`src/rtl/cubic_pkg.sv`:
```
// Shared constants and width helpers for the Catmull-Rom cubic interpolator.
package cubic_pkg;

    // Per-weight polynomial coefficients, in this order: T^3, T^2*2^F, T*2^(2F), 2^(3F)
    localparam int CR_C3 [4] = '{-1,  3, -3,  1};
    localparam int CR_C2 [4] = '{ 2, -5,  4, -1};
    localparam int CR_C1 [4] = '{-1,  0,  1,  0};
    localparam int CR_C0 [4] = '{ 0,  2,  0,  0};

    function automatic int weight_w(input int frac_w);
        return 3 * frac_w + 3;
    endfunction

    function automatic int sum_w(input int frac_w, input int pix_w);
        return 3 * frac_w + pix_w + 6;
    endfunction

endpackage

```
`src/rtl/cubic_weight_gen.sv`:
```
// Stages S1-S2: fractional position T -> signed Catmull-Rom weights W0..W3.
module cubic_weight_gen
    import cubic_pkg::*;
#(
    parameter int FRAC_W = 8
) (
    input  logic                            clk,
    input  logic                            rst,
    input  logic                            en_i,
    input  logic                            valid_i,
    input  logic [FRAC_W-1:0]               t_i,
    output logic                            valid_o,
    output logic [4*weight_w(FRAC_W)-1:0]   w_o
);
    localparam int WW = weight_w(FRAC_W);
    localparam int F2 = 2 * FRAC_W;
    localparam int F3 = 3 * FRAC_W;
    localparam logic signed [WW-1:0] ONE_3F = WW'(1) << F3;

    logic                 v1_q, v2_q;
    logic [FRAC_W-1:0]    t1_q;
    logic [F2-1:0]        t2_d, t2_q;
    logic [F3-1:0]        t3;
    logic signed [WW-1:0] t3_s, t2_s, t1_s;
    logic signed [WW-1:0] w_d [4];
    logic signed [WW-1:0] w_q [4];

    always_comb begin
        t2_d = F2'(t_i) * F2'(t_i);
        t3   = F3'(t2_q) * F3'(t1_q);
        t3_s = WW'(t3);
        t2_s = WW'({t2_q, {FRAC_W{1'b0}}});
        t1_s = WW'({t1_q, {F2{1'b0}}});
        for (int i = 0; i < 4; i++) begin
            w_d[i] = WW'(CR_C3[i]) * t3_s + WW'(CR_C2[i]) * t2_s
                   + WW'(CR_C1[i]) * t1_s + WW'(CR_C0[i]) * ONE_3F;
        end
    end

    always_ff @(posedge clk) begin
        if (rst) begin
            v1_q <= 1'b0;
            v2_q <= 1'b0;
            t1_q <= '0;
            t2_q <= '0;
            for (int i = 0; i < 4; i++) w_q[i] <= '0;
        end else if (en_i) begin
            v1_q <= valid_i;
            t1_q <= t_i;
            t2_q <= t2_d;
            v2_q <= v1_q;
            for (int i = 0; i < 4; i++) w_q[i] <= w_d[i];
        end
    end

    always_comb begin
        w_o = '0;
        for (int i = 0; i < 4; i++) w_o[i*WW +: WW] = w_q[i];
    end

    assign valid_o = v2_q;

endmodule

```
`src/rtl/cubic_interp_pipe.sv`:
```
// Streaming 1-D Catmull-Rom interpolator, 4-cycle latency, one beat per cycle.
// Define CUBIC_CLAMP_EN to saturate the result; otherwise it wraps to PIX_W bits.
module cubic_interp_pipe
    import cubic_pkg::*;
#(
    parameter int PIX_W  = 8,
    parameter int FRAC_W = 8
) (
    input  logic                clk,
    input  logic                rst,
    input  logic                in_valid,
    output logic                in_ready,
    input  logic [FRAC_W-1:0]   in_frac,
    input  logic [4*PIX_W-1:0]  in_pix,
    output logic                out_valid,
    input  logic                out_ready,
    output logic [PIX_W-1:0]    out_pix
);
    localparam int WW = weight_w(FRAC_W);
    localparam int SW = sum_w(FRAC_W, PIX_W);
    localparam int PW = WW + PIX_W + 1;
    localparam int SH = 3 * FRAC_W + 1;
    localparam int RW = SW - SH;
    localparam logic signed [SW-1:0] RND = SW'(1) << (3 * FRAC_W);

    logic                 en;
    logic                 v2, v3_q, v4_q, out_valid_q;
    logic [4*PIX_W-1:0]   pix1_q, pix2_q;
    logic [4*WW-1:0]      w_flat;
    logic signed [WW-1:0] w [4];
    logic signed [PW-1:0] prod_d [4];
    logic signed [PW-1:0] prod_q [4];
    logic signed [SW-1:0] sum_d, sum_q;
    logic [PIX_W-1:0]     out_pix_d, out_pix_q;

    // A single enable freezes the whole pipe while the output is stalled.
    assign en        = !out_valid_q || out_ready;
    assign in_ready  = en;
    assign out_valid = out_valid_q;
    assign out_pix   = out_pix_q;

    cubic_weight_gen #(.FRAC_W(FRAC_W)) u_wgen (
        .clk     (clk),
        .rst     (rst),
        .en_i    (en),
        .valid_i (in_valid),
        .t_i     (in_frac),
        .valid_o (v2),
        .w_o     (w_flat)
    );

    always_comb begin
        for (int i = 0; i < 4; i++) begin
            w[i]      = w_flat[i*WW +: WW];
            prod_d[i] = PW'(w[i]) * PW'($signed({1'b0, pix2_q[i*PIX_W +: PIX_W]}));
        end
        sum_d = SW'(prod_q[0]) + SW'(prod_q[1]) + SW'(prod_q[2]) + SW'(prod_q[3]);
    end

`ifdef CUBIC_CLAMP_EN
    localparam logic signed [RW-1:0] RMAX = RW'((1 << PIX_W) - 1);
    logic signed [RW-1:0] r;

    always_comb begin
        r = RW'((sum_q + RND) >>> SH);
        if (r[RW-1])
            out_pix_d = '0;
        else if (r > RMAX)
            out_pix_d = '1;
        else
            out_pix_d = r[PIX_W-1:0];
    end
`else
    always_comb out_pix_d = PIX_W'((sum_q + RND) >>> SH);
`endif

    // The sum is registered ahead of round/clamp so S4 carries only the adder tree.
    always_ff @(posedge clk) begin
        if (rst) begin
            pix1_q      <= '0;
            pix2_q      <= '0;
            v3_q        <= 1'b0;
            v4_q        <= 1'b0;
            sum_q       <= '0;
            out_valid_q <= 1'b0;
            out_pix_q   <= '0;
            for (int i = 0; i < 4; i++) prod_q[i] <= '0;
        end else if (en) begin
            pix1_q      <= in_pix;
            pix2_q      <= pix1_q;
            v3_q        <= v2;
            for (int i = 0; i < 4; i++) prod_q[i] <= prod_d[i];
            v4_q        <= v3_q;
            sum_q       <= sum_d;
            out_valid_q <= v4_q;
            if (v4_q) out_pix_q <= out_pix_d;
        end
    end

endmodule

```
`config.mk`:
```
export PLATFORM = sky130hd
export DESIGN_NAME = cubic_interp_pipe
export DESIGN_NICKNAME = d
export VERILOG_FILES = /design/src/rtl/cubic_pkg.sv /design/src/rtl/cubic_weight_gen.sv /design/src/rtl/cubic_interp_pipe.sv
export SDC_FILE = /design/constraint.sdc
export NUM_CORES = 2
export LEC_CHECK = 0
export BUFFER_PORTS_ARGS = -buffer_cell sky130_fd_sc_hd__clkbuf_2
export CAP_MARGIN = 20
export CORE_MARGIN = 3
export CORE_UTILIZATION = 42
export DETAILED_ROUTE_END_ITERATION = 10
export HOLD_SLACK_MARGIN = 0.05
export SLEW_MARGIN = 10
export SYNTH_ARGS = -nofsm -noshare
export SYNTH_HDL_FRONTEND = slang
export SYNTH_HIERARCHICAL = 1
export SYNTH_SLANG_ARGS = --single-unit
```
`constraint.sdc`:
```
create_clock -name clk -period 15.3 [get_ports clk]
set_input_delay 3.06 -clock clk [delete_from_list [all_inputs] [get_ports clk]]
set_output_delay 3.06 -clock clk [all_outputs]
set_load 0.005 [all_outputs]
```
==> results.cfg <==
[detailed_routing]
via_count = 41000
wire_per_inst_microns = 18.4
wirelength_mm = 145
drtPass1Iterations = 8
vias_per_cell = 5.20
antenna_left = 0
drt_iter0_markers = 2393
drc_errors = 0

[critical_path]
critical_path_class = reg2reg
worstRegToRegCells = 33
worstPathArrival_ns = 9.89
crit_slowest_cell = clkinv_1
cp-end-kind = register
cpMostUsedCell = ha_1
required_ns = 15.64
startpoint_type = register
path_max_fanout = 30
max_stage_delay_ns = 0.67

[clock_network]
holdBufCountCts = 0
cts_resized = 0
postCtsSetupBuffers = 0
clock_latency_ns = 0.63
cts.htree.levels = 2
cts_tree = done
clockRootBuffer = clkbuf_16
path_clk_slew_ns = 0.06
clk_path_buf_depth = 3
cts_buffers = 44
cts.sinks = 343

[timing]
worst_pin_slew_ns = 1.13
maxSlewViolCount = 0
hold_viol = 0
fin_setup_tns_ns = 0
finalCriticalPeriod_ns = 9.55
setup_viol = 0
finClkSkew_ns = 0.0266
fmax_ghz = 0.105
min_period_over_period = 0.624
rsz0062_at_grt = no
relSlewSlack = 0.249
setup_slack_ns = 5.75

[min_path]
min_path_cells = 2
hold_path.class = reg2reg

[logic_synthesis]
synth-edff-count = 235
synth_cell_types = 104
synth_fa_ha_area_frac = 0.435
synth-compound-area-share = 0.0847
synth_top_family_by_area = adder cells
synth_xor_area_frac = 0.0471
synth.area.top_cells = fa_1, ha_1, edfxtp_1, inv_1, and2_1
yosys_most_used_dff = edfxtp_1
muxShareOfSynthArea = 0.00450
yosys_warnings = 6
synth_top_area_frac = 0.304
syn-cell-area_sq_um = 55900
ys_ff_latch = 343
synth.most_common_cell = inv_1
synth.avg_cell_area_sq_um = 9.07
synth_top_area_cell = fa_1
netlist_top_cells_count = inv_1, fa_1, nand2_1, ha_1, and2_1
yosys.area_share.simple = 0.169
yosysSeqAreaShare = 0.165
synthCells = 6159
ys_async_sr_fraction = 0

[power_and_ir_drop]
power.density_nw_per_um2 = 215
leakagePower_uw = 0.0304
fin_total_pwr_uw = 12800
peakVddDrop_v = 0.000405

[place]
pre_cts_ws_ns = 5.79
dp_hpwl_mm = 117
portBuffers = 53
dpl-instance-area_sq_um = 57800
place_congestion = 0.901

[global_route]
grt_max_degree = 73
grt_first_pass_wirelength_mm = 233
overflow = 0
first_global_vias = 42100
grt_use_total = 0.214
antenna_found_initial = 4

[cells_and_area]
area.growth.synth_to_final_pct = 6.32
final_util = 0.451
final_area_sq_um = 59400
drive_above_1_share = 0.0377
antenna_cells = 0
layout.nets = 7574

[floorplanning]
fp.dieW_microns = 371
initial_core_util = 0.424
ioPinCount = 54
rows = 133
dieArea_sq_um = 137000
core_area_sq_um = 132000
die_h_microns = 371

[flow_run]
cap_viol_max_count = 0

[run_status]
outcome = completed
## critical path, delay by kind of cell (launching register included)
family	cells	cell delay (ns)
XOR/XNOR	2	0.48
AO/OA/AOI/OAI	13	3.45
AND/OR/NAND/NOR	5	0.64
adder cells (fa/ha/maj)	8	2.97
flip-flops	1	0.31
buffers and inverters	5	1.37
## power breakdown
part / switching [uW] / internal (uW) / leakage, uW / total (uW)
Clock: 459 / 602 / 0.000714 / 1060
Combinational: 5850 / 3930 / 0.0261 / 9770
Sequential: 466 / 1470 / 0.00367 / 1930
## kinds of logic (layout without fill, tap and decap cells)
| group | after synthesis | after routing |
|---|---|---|
| and+or+nand+nor | 1959 | 1959 |
| adders and majority gates | 1434 | 1434 |
| buffers and inverters | 1388 | 1359 |
| AOI/OAI and AO/OA | 712 | 712 |
| DFF | 343 | 343 |
| xor gates and xnor gates | 296 | 296 |
| muxes | 25 | 25 |
| other | 2 | 6 |
## worst paths after layout
kind | start | slack (ns) | endpoint
setup / recovery | u_wgen/t1_q[0]$_SDFFE_PP0P_ | 5.75 | u_wgen/w_q[0][52]$_SDFFCE_PN0P_
setup reg to reg | u_wgen/t1_q[0]$_SDFFE_PP0P_ | 5.75 | u_wgen/w_q[0][52]$_SDFFCE_PN0P_
hold reg to reg | pix1_q[24]$_SDFFE_PP0N_ | 0.45 | pix1_q[24]$_SDFFE_PP0N_
hold / removal | pix1_q[24]$_SDFFE_PP0N_ | 0.45 | pix1_q[24]$_SDFFE_PP0N_
## area by class of cell
cell class | count | area [sq um]
Clock buffer | 55 | 1210
Clock inverter | 26 | 251
Fill cell | 12900 | 72400
Inverter | 1185 | 4460
Multi-Input combinational cell | 4432 | 41400
Sequential cell | 343 | 9220
Tap cell | 1755 | 2200
Timing Repair Buffer | 93 | 633
## per-layer routing
metal  track usage  up-vias  part of all wire
li1              -    19300                 -
met1         0.293    20600              0.44
met2         0.360      967              0.48
met3        0.0236      174             0.050
met4        0.0580        0             0.028
met5             0        -                 0
## registers in the layout (all words and copies together) (netlist names)
| name | cells |
|---|---|
| pix1_q | 32 |
| out_valid | 1 |
| v4_q | 1 |
| pix2_q | 32 |
| sum_q | 9 |
| v3_q | 1 |
| out_pix | 8 |
| u_wgen/v1_q | 1 |
| u_wgen/w_q | 103 |
| u_wgen/valid_o | 1 |
| u_wgen/t1_q | 8 |
| prod_q | 132 |
| u_wgen/t2_q | 14 |
## layout by cell type (no fill, tap or decap), types with 13 or more instances in the layout
cell       count
edfxtp_1     235
inv_1       1174
fa_1         849
a21oi_1      264
buf_4         34
o21bai_1      32
xor2_1        98
ha_1         582
nor2_1       339
nor2b_1       21
or2_2         13
or3_1         16
nand2b_1      28
a211oi_1      40
nor3_1        83
clkbuf_16     46
a21o_1        79
clkbuf_2      52
nand3_1       59
nand2_1      745
nand4_1       27
o21a_1        29
o21ai_0       94
mux2i_1       24
dfxtp_1      108
a31oi_1       20
and3_1        30
and2_1       545
o211ai_1      16
xnor2_1      194
## stage by stage
step / cells / hold slack [ns]
finish: 7889 / 0.452
global route: 7889 / 0.469
CTS: 7883 / 0.452
detailed placement: 7802 / 0.445
global placement: 7801 / 0.440
floorplan: 6163 / 0.432
Note: power is estimated with default switching activity, not from simulation.
